==> config.mk <==
export PLATFORM = sky130hd
export DESIGN_NAME = guitar_input_port_flat
export DESIGN_NICKNAME = d
export VERILOG_FILES = /design/src/rtl/guitar_input_port_if.sv /design/src/rtl/guitar_input_port.sv /design/src/flat_wrapper.sv
export SDC_FILE = /design/constraint.sdc
export NUM_CORES = 1
export LEC_CHECK = 0
export ABC_AREA = 1
export CAP_MARGIN = 20
export CORE_MARGIN = 2
export CORE_UTILIZATION = 35
export DETAILED_ROUTE_END_ITERATION = 6
export GPL_TIMING_DRIVEN = 0
export PLACE_DENSITY_LB_ADDON = 0.1
export SYNTH_ARGS = -nofsm -noshare
export SYNTH_HDL_FRONTEND = slang
export SYNTH_SLANG_ARGS = --single-unit
==> constraint.sdc <==
create_clock -name clock -period 2.67 [get_ports clock]
set_input_delay 0.534 -clock clock [delete_from_list [all_inputs] [get_ports clock]]
set_output_delay 0.534 -clock clock [all_outputs]
set_load 0.01 [all_outputs]
==> src/rtl/guitar_input_port_if.sv <==
// Processor read port of the guitar input block: one-cycle read strobe in, registered data/valid out.
interface guitar_input_port_if;
  logic        rd_en;
  logic [1:0]  rd_addr;
  logic [31:0] rd_data;
  logic        rd_valid;

  modport master (output rd_en, output rd_addr, input rd_data, input rd_valid);
  modport slave  (input rd_en, input rd_addr, output rd_data, output rd_valid);
endinterface

==> src/rtl/guitar_input_port.sv <==
// Synchronises/debounces two guitar controllers, captures strummed presses as sticky events and hit counts.
// Reads: rd_en registered, data/valid returned on the following edge; no backpressure, one read per strobe cycle.
module guitar_input_port #(
  parameter int DEBOUNCE_CYCLES = 250000,
  parameter int CNT_W           = 16
) (
  input  logic                  clock,
  input  logic                  resetn,
  input  logic [5:0]            btn_n,
  input  logic [1:0]            strum,
  guitar_input_port_if.slave    rd,
  output logic [5:0]            note_level,
  output logic                  event_pend
);

  localparam int DB_W = (DEBOUNCE_CYCLES > 1) ? $clog2(DEBOUNCE_CYCLES) : 1;
  localparam logic [DB_W-1:0] DB_MAX = DB_W'(DEBOUNCE_CYCLES - 1);
  // Idle pin state: buttons released (high), levers at rest (low).
  localparam logic [7:0] IDLE = 8'b0011_1111;

  logic [7:0]       sync1_q, sync2_q;
  logic [7:0]       stable_q, stable_d;
  logic [DB_W-1:0]  db_cnt_q [8];
  logic [DB_W-1:0]  db_cnt_d [8];
  logic [5:0]       level;
  logic [5:0]       rise;
  logic [5:0]       note_level_q;
  logic [5:0]       evt_q, evt_d, evt_clr;
  logic             event_pend_q;
  logic [CNT_W-1:0] cnt_p1_q, cnt_p1_d, cnt_p2_q, cnt_p2_d;
  logic [CNT_W+1:0] sum_p1, sum_p2;
  logic [1:0]       inc_p1, inc_p2;
  logic             rd_req_q;
  logic [1:0]       rd_addr_q;
  logic [31:0]      rd_data_q, rd_data_d;
  logic             rd_valid_q, rd_valid_d;

  // Per-channel debounce: a new value must persist DEBOUNCE_CYCLES cycles before acceptance.
  always_comb begin
    stable_d = stable_q;
    for (int i = 0; i < 8; i++) begin
      db_cnt_d[i] = '0;
      if (sync2_q[i] != stable_q[i]) begin
        if (db_cnt_q[i] == DB_MAX) begin
          stable_d[i] = sync2_q[i];
        end else begin
          db_cnt_d[i] = db_cnt_q[i] + 1'b1;
        end
      end
    end
  end

  assign level = ~stable_q[5:0] & {{3{stable_q[7]}}, {3{stable_q[6]}}};
  // note_level_q is last cycle's level, so it doubles as the edge-detect history.
  assign rise  = level & ~note_level_q;

  always_comb begin
    inc_p1 = 2'(rise[0]) + 2'(rise[1]) + 2'(rise[2]);
    inc_p2 = 2'(rise[3]) + 2'(rise[4]) + 2'(rise[5]);
    sum_p1 = {2'b00, cnt_p1_q} + {{CNT_W{1'b0}}, inc_p1};
    sum_p2 = {2'b00, cnt_p2_q} + {{CNT_W{1'b0}}, inc_p2};
    cnt_p1_d = (sum_p1[CNT_W+1:CNT_W] != 2'b00) ? {CNT_W{1'b1}} : sum_p1[CNT_W-1:0];
    cnt_p2_d = (sum_p2[CNT_W+1:CNT_W] != 2'b00) ? {CNT_W{1'b1}} : sum_p2[CNT_W-1:0];
  end

  always_comb begin
    rd_data_d  = rd_data_q;
    rd_valid_d = 1'b0;
    evt_clr    = '0;
    if (rd_req_q) begin
      rd_valid_d = 1'b1;
      case (rd_addr_q)
        2'd0: rd_data_d = {26'b0, level};
        2'd1: begin
          rd_data_d = {26'b0, evt_q};
          evt_clr   = evt_q;
        end
        2'd2: rd_data_d = {16'(cnt_p2_q), 16'(cnt_p1_q)};
        default: rd_data_d = {30'b0, event_pend_q, |level};
      endcase
    end
  end

  // New edges are OR'd in after the clear, so an edge coinciding with a read survives it.
  assign evt_d = (evt_q & ~evt_clr) | rise;

  always_ff @(posedge clock or negedge resetn) begin
    if (!resetn) begin
      sync1_q      <= IDLE;
      sync2_q      <= IDLE;
      stable_q     <= IDLE;
      for (int i = 0; i < 8; i++) db_cnt_q[i] <= '0;
      note_level_q <= '0;
      evt_q        <= '0;
      event_pend_q <= 1'b0;
      cnt_p1_q     <= '0;
      cnt_p2_q     <= '0;
      rd_req_q     <= 1'b0;
      rd_addr_q    <= '0;
      rd_data_q    <= '0;
      rd_valid_q   <= 1'b0;
    end else begin
      sync1_q      <= {strum, btn_n};
      sync2_q      <= sync1_q;
      stable_q     <= stable_d;
      for (int i = 0; i < 8; i++) db_cnt_q[i] <= db_cnt_d[i];
      note_level_q <= level;
      evt_q        <= evt_d;
      event_pend_q <= |evt_q;
      cnt_p1_q     <= cnt_p1_d;
      cnt_p2_q     <= cnt_p2_d;
      rd_req_q     <= rd.rd_en;
      rd_addr_q    <= rd.rd_addr;
      rd_data_q    <= rd_data_d;
      rd_valid_q   <= rd_valid_d;
    end
  end

  assign note_level  = note_level_q;
  assign event_pend  = event_pend_q;
  assign rd.rd_data  = rd_data_q;
  assign rd.rd_valid = rd_valid_q;

endmodule
==> src/flat_wrapper.sv <==
// flat-port wrapper written by rule: the top's interface ports become plain ports
module guitar_input_port_flat 
#(
  parameter int DEBOUNCE_CYCLES = 250000,
  parameter int CNT_W           = 16
)
  (clock, resetn, btn_n, strum, note_level, event_pend, rd_rd_en, rd_rd_addr, rd_rd_data, rd_rd_valid);
  guitar_input_port_if rd_i ();
  input  logic clock;
  input  logic resetn;
  input  logic [5:0] btn_n;
  input  logic [1:0] strum;
  output logic [5:0] note_level;
  output logic event_pend;
  input wire logic [$bits(rd_i.rd_en)-1:0] rd_rd_en;
  input wire logic [$bits(rd_i.rd_addr)-1:0] rd_rd_addr;
  output wire logic [$bits(rd_i.rd_data)-1:0] rd_rd_data;
  output wire logic [$bits(rd_i.rd_valid)-1:0] rd_rd_valid;
  assign rd_i.rd_en = rd_rd_en;
  assign rd_i.rd_addr = rd_rd_addr;
  assign rd_rd_data = rd_i.rd_data;
  assign rd_rd_valid = rd_i.rd_valid;
  guitar_input_port #(.DEBOUNCE_CYCLES(DEBOUNCE_CYCLES), .CNT_W(CNT_W)) u_core (.clock(clock), .resetn(resetn), .btn_n(btn_n), .strum(strum), .rd(rd_i), .note_level(note_level), .event_pend(event_pend));
endmodule
# After elaboration in Yosys (flattened, before gate mapping)
# Index checks and enable logic that the tools add are counted.
# word_totals
elab_cells,101
ff_bits,249
# classes
n_addsub,14
bitwise,7
eq_ne,18
mux,22
n_reduce_logical,13
# op_table
operator,n
18-bit two-way mux,16
18-bit by 1-bit adder with 18-bit output (second input constant),8
18-bit equality test (second input constant),8
32-bit one-hot mux with 3 select lines,1
16-bit by 2-bit adder with 17-bit output,2
16-bit two-way mux,2
6-bit bitwise AND,3
6-bit inverter,3
2-bit AND reduction,8
6-bit two-way mux,2
6-bit OR reduction,2
1-bit != test,8
6-bit OR,1
1-bit by 1-bit adder with 2-bit output,2
2-bit by 1-bit adder with 2-bit output,2
2-bit nonzero test,2
2-bit by 1-bit equality test with 1-bit output (second input constant),1
2-bit equality test (second input constant),1
2-bit logical NOT,1
1-bit two-way mux,1

# Depth between registers and ports, before layout
# depth
word_depth,8
depth_mapped,14

# Least setup slack after synthesis
# OpenSTA, ideal clock, no wires.
# synth_timing
path_kind,register to register
from,reg u_core.stable_q[7]
to,reg u_core.cnt_p2_q[8]
n_path_buf,0
path_stages_with_launch,13
period_less_slack_ns,2.617
arrival_time_ns,2.549
setup_time_ns,0.068
setup_slack_ns,0.053
t_required_ns,2.602
path_cell_list,dfrtp_1 > nand2_1 > or2_2 > fa_1 > inv_1 > ha_1 > fa_1 > nand2_1 > inv_1 > nand2_1 > nor3_1 > or2_2 > nand3_1
# synth_between
elab_chain_len,7
# synth_rtl
item,line,text
"start, declared",guitar_input_port.sv:22,"logic [7:0] stable_q, stable_d;"
"start signal, assigned",guitar_input_port.sv:105,stable_q <= stable_d;
6-bit bitwise AND (*),guitar_input_port.sv:53,"assign level = ~stable_q[5:0] & {{3{stable_q[7]}}, {3{stable_q[6]}}};"
6-bit bitwise AND (*),guitar_input_port.sv:55,assign rise = level & ~note_level_q;
1-bit by 1-bit adder with 2-bit output,guitar_input_port.sv:59,inc_p2 = 2'(rise[3]) + 2'(rise[4]) + 2'(rise[5]);
2-bit by 1-bit adder with 2-bit output (*),guitar_input_port.sv:59,
16-bit by 2-bit adder with 17-bit output (*),guitar_input_port.sv:61,"sum_p2 = {2'b00, cnt_p2_q} + {{CNT_W{1'b0}}, inc_p2};"
2-bit nonzero test,guitar_input_port.sv:63,cnt_p2_d = (sum_p2[CNT_W+1:CNT_W] != 2'b00) ? {CNT_W{1'b1}} : sum_p2[CNT_W-1:0];
16-bit two-way mux (*),guitar_input_port.sv:63,
net u_core.cnt_p2_d[8],guitar_input_port.sv:30,"logic [CNT_W-1:0] cnt_p1_q, cnt_p1_d, cnt_p2_q, cnt_p2_d;"
"end signal, assigned",guitar_input_port.sv:111,cnt_p2_q <= cnt_p2_d;
"end, declared",guitar_input_port.sv:30,
# The timed path passes the listed nets; every way through them passes the cells marked *.
# A chain may end at the register's enable or synchronous reset.

# Worst setup path in the final report
# layout_timing
from,reg u_core.stable_q[2]
to,reg u_core.cnt_p1_q[13]
# layout_between
elab_chain_len,7
# layout_rtl
item,line,text
6-bit inverter (*),guitar_input_port.sv:53,
6-bit bitwise AND (*),guitar_input_port.sv:53,
6-bit bitwise AND (*),guitar_input_port.sv:55,
2-bit by 1-bit adder with 2-bit output (*),guitar_input_port.sv:58,inc_p1 = 2'(rise[0]) + 2'(rise[1]) + 2'(rise[2]);
16-bit by 2-bit adder with 17-bit output (*),guitar_input_port.sv:60,"sum_p1 = {2'b00, cnt_p1_q} + {{CNT_W{1'b0}}, inc_p1};"
2-bit nonzero test,guitar_input_port.sv:62,cnt_p1_d = (sum_p1[CNT_W+1:CNT_W] != 2'b00) ? {CNT_W{1'b1}} : sum_p1[CNT_W-1:0];
16-bit two-way mux (*),guitar_input_port.sv:62,
net u_core.cnt_p1_d[13],guitar_input_port.sv:30,
"end signal, assigned",guitar_input_port.sv:110,cnt_p1_q <= cnt_p1_d;
"end, declared",guitar_input_port.sv:30,
# Marks and branches as above.

==> summary.md <==
| Metric | Value |
|---|---|
| Endpoints failing setup | 0 |
| Yosys reg bits | 249 |
| Final Hold Vio Count | 0 |
| # IOs | 53 |
| Async set or reset register ratio after synthesis | 1.00 |
| Root Buffer | clkbuf_16 |
| Max Clk Rate | 0.385 GHz |
| Max cap viols | 0 |
| Setup CP Type | reg2reg |
| Placed cells | about 2,100 |
| Area Growth Syn to Fin | 21.0% |
| Vias/cell | between 4 and 5 |
| Worst path arrival time | approximately 3.1 ns |
| CP max FO | 4 |
| Residual DRC | 0 |
| Cell mode on critical path | nand2_2 |
| Fin crit share | 0.973 |
| Dpl hpwl | between 20 and 25 mm |
| Clk pin slew, worst setup/hold paths | about 0.060 ns |
| Final Cell Area | 15,400 µm² |
| Gp weighted congestion | between 0.8 and 0.9 |
| 1st-pass router iterations | 5 |
| Routing usage on met1 | 0.216 |
| GRT Total Usage | 0.160 |
| Cell area power density | ~570 nW/µm² |
| Relative slew slack | 0.574 |
| DIE HEIGHT | 195 µm |
| Tmin final | approximately 2.6 ns |
| Placed instance area | about 14,000 µm² |
| Post-Synthesis Cell Area | 12,700 µm² |
| RSZ-0062 raised after global routing | true |
| Dpl ws | -0.381 ns |
| Worst Path Buf+Inv | 3 |
| Antenna diode count | 0 |
| Syn avg cell area | roughly 7.8 µm² |
| Post-route ant nets | 0 |
| Max Buffers Root-to-Sink | 3 |
| Worst-Skew Late Latency | approximately 0.52 ns |
| Pin count of the biggest net entering global routing | approximately 120 |
| Seq/Total Area, Yosys | 0.492 |
| CP max-delay cell | dfstp_2 |
| Critical path's top delay family | simple AND/OR/NAND/NOR gates |
| Setup ws final | around 0.071 ns |
| Grt met3 use | 0.0323 |
| Sinks on Clock Net | between 200 and 250 |
| Total grt overflow | 0 |
| Gr busiest metal | met2 |
| Cell Chain, Critical Path | inv_4 > nand2_2 > or2_4 > fa_1 > inv_1 > ha_2 > fa_2 > nand2_2 > buf_6 > nor3_4 > nand2_2 > nor2_4 > nand2_2 > nand3_2 |
| Die area | ~38,000 µm² |
| Fin Setup TNS | 0 ns |
| Clk_skew | between 0.01 and 0.015 ns |
| Final Total Pwr | approximately 8700 µW |
| Synth cell types | 45 |
| Post-Synthesis Cells | roughly 1,600 |
| Wire per inst | ~13 µm |
| Initial Util | 0.357 |
| CTS tree | yes |
| Slew Viols, Final | 0 |
| First DRT Iteration DRCs | 557 |
| Finished Layout Cells | 2,217 |
| EDFF count, synth | 0 |
| TritonCTS Buffers | 34 |
| Layout cell share with drive strength beyond 1 | 0.109 |
| Slew @ Worst Pin | 0.638 ns |
| GRT met2 Usage | 0.259 |
| CP Launch Type | register |
| Rows | a little under 70 |
| Die X | about 190 µm |
| H-Tree Depth | 2 |
| CP peak stage delay | approximately 0.55 ns |
| DRT Wirelength | about 30 mm |
| Syn nets | roughly 1,700 |
| Max VDD drop | between 400 and 500 µV |
| Hold crit path type | reg2reg |
| Nets | about 1,800 |
| Main synth FF type | dfrtp_1 |
| Initial antenna violation count | 0 |
| Vias in the first global route | approximately 10,000 |
| Leak pwr | ~0.0068 µW |
| Total vias in the final route | 10,400 |
| Total core area | around 36,000 µm² |
| Port bufs | 52 |
| Run status | finished clean |
| Yosys warns | 0 |
| Reg2reg setup slack | 0.07 ns |
| WP data required | ~3.1 ns |
| Crit. End Element | register |
| Global-route wire length before repair | 50.3 mm |
## state kept, by name, indices dropped and copies added (netlist names)
signal,cells
u_core.cnt_p2_q,16
u_core.rd.rd_data,32
u_core.sync2_q,8
u_core.sync1_q,8
u_core.event_pend,1
u_core.db_cnt_q,144
u_core.cnt_p1_q,16
u_core.rd_addr_q,2
u_core.stable_q,8
u_core.rd_req_q,1
u_core.note_level,6
u_core.rd.rd_valid,1
u_core.evt_q,6
## cells in the mapped netlist, types with 4 or more instances
master,count,area [µm²]
dfstp_2,18,473
xor2_1,42,368
and2_1,11,68.8
nand3b_1,10,75.1
nand2_2,7,43.8
nor3b_1,13,97.6
nor2_1,333,1250
nand3_1,136,681
fa_1,4,80.1
a21oi_1,42,210
nand4_1,20,125
inv_2,7,26.3
dfrtp_1,231,5780
nor3_1,40,200
nor2_4,6,67.6
inv_1,179,672
o21ai_1,4,20.0
o21ai_0,36,180
nor2_2,9,56.3
nand2_1,377,1420
clkbuf_1,5,18.8
nor3_2,6,60.1
or2_2,9,56.3
xnor2_1,22,193
o31ai_1,16,120
ha_1,12,150
## metal layers
layer,wire length (µm),part of all wire
met1,14200,0.48
met3,1230,0.042
met4,679,0.023
met2,13300,0.45
met5,0,0
## power breakdown
group | total [µW] | leakage, µW | internal [µW] | switching (µW)
clock network | 4590 | 0.000564 | 2900 | 1680
logic | 243 | 0.00283 | 65.5 | 178
registers | 3860 | 0.00338 | 3830 | 34.1
total | 8690 | 0.00677 | 6800 | 1890
## final timing paths
| path | from | end | cells after the start |
|---|---|---|---|
| max | u_core.stable_q[2] | u_core.cnt_p1_q[13] | 14 |
| min in group asynchronous | resetn | u_core.db_cnt_q[103] | 2 |
| min | u_core.sync1_q[7] | u_core.sync2_q[7] | 0 |
| max in group asynchronous | resetn | u_core.rd.rd_data[7] | 3 |
| min reg2reg | u_core.sync1_q[7] | u_core.sync2_q[7] | 0 |
| max reg2reg | u_core.stable_q[2] | u_core.cnt_p1_q[13] | 14 |
## per-stage QoR
stage                util  hold WS [ns]
floorplan               -         0.238
global placement    0.387         0.336
detailed placement  0.389         0.337
CTS                 0.427         0.349
global route        0.431         0.351
finish              0.431         0.346
## repair_timing
action	in CTS	in global routing
endpoints found under the hold margin	16	0
setup buffers	11	7
setup endpoints to repair	32	29
cloned	2	0
pin swaps	8	12
hold buffers	1	0
gates resized for setup	28	38
## cell type report
| cell class | instances | area [µm²] |
|---|---|---|
| clock buffer | 45 | 996 |
| multi-input combinational | 1173 | 5840 |
| fill | 3665 | 20300 |
| buffer | 13 | 73.8 |
| clock inverter | 14 | 153 |
| timing repair buffer | 75 | 779 |
| tap | 461 | 577 |
| inverter | 187 | 707 |
| sequential | 249 | 6250 |
## cells in the final DEF (no fill, tap or decap), types with 11 or more instances in the layout
cell type,netlist,final
xor2_1,42,42
nor3b_1,13,13
nand4_1,20,20
dfstp_2,18,18
a21oi_1,42,41
clkdlybuf4s50_1,0,51
buf_4,2,15
clkbuf_16,0,37
nor2_1,333,331
o31ai_1,16,16
dfrtp_1,231,230
and2_1,11,11
nand2_1,377,357
nand3_1,136,130
xnor2_1,22,22
inv_1,179,174
nor3_1,40,40
nand2_2,7,22
o21ai_0,36,32
## logic make-up (layout without fill, tap and decap cells)
logic type | after synthesis | count (layout) | share of synthesized area
buf+inv | 200 | 334 | 0.0604
xor+xnor | 65 | 65 | 0.0454
flops | 249 | 249 | 0.492
compound gates | 105 | 105 | 0.0461
fa+ha+maj | 16 | 16 | 0.0181
simple gates | 987 | 987 | 0.338
Power figures use the tool's default switching activity.
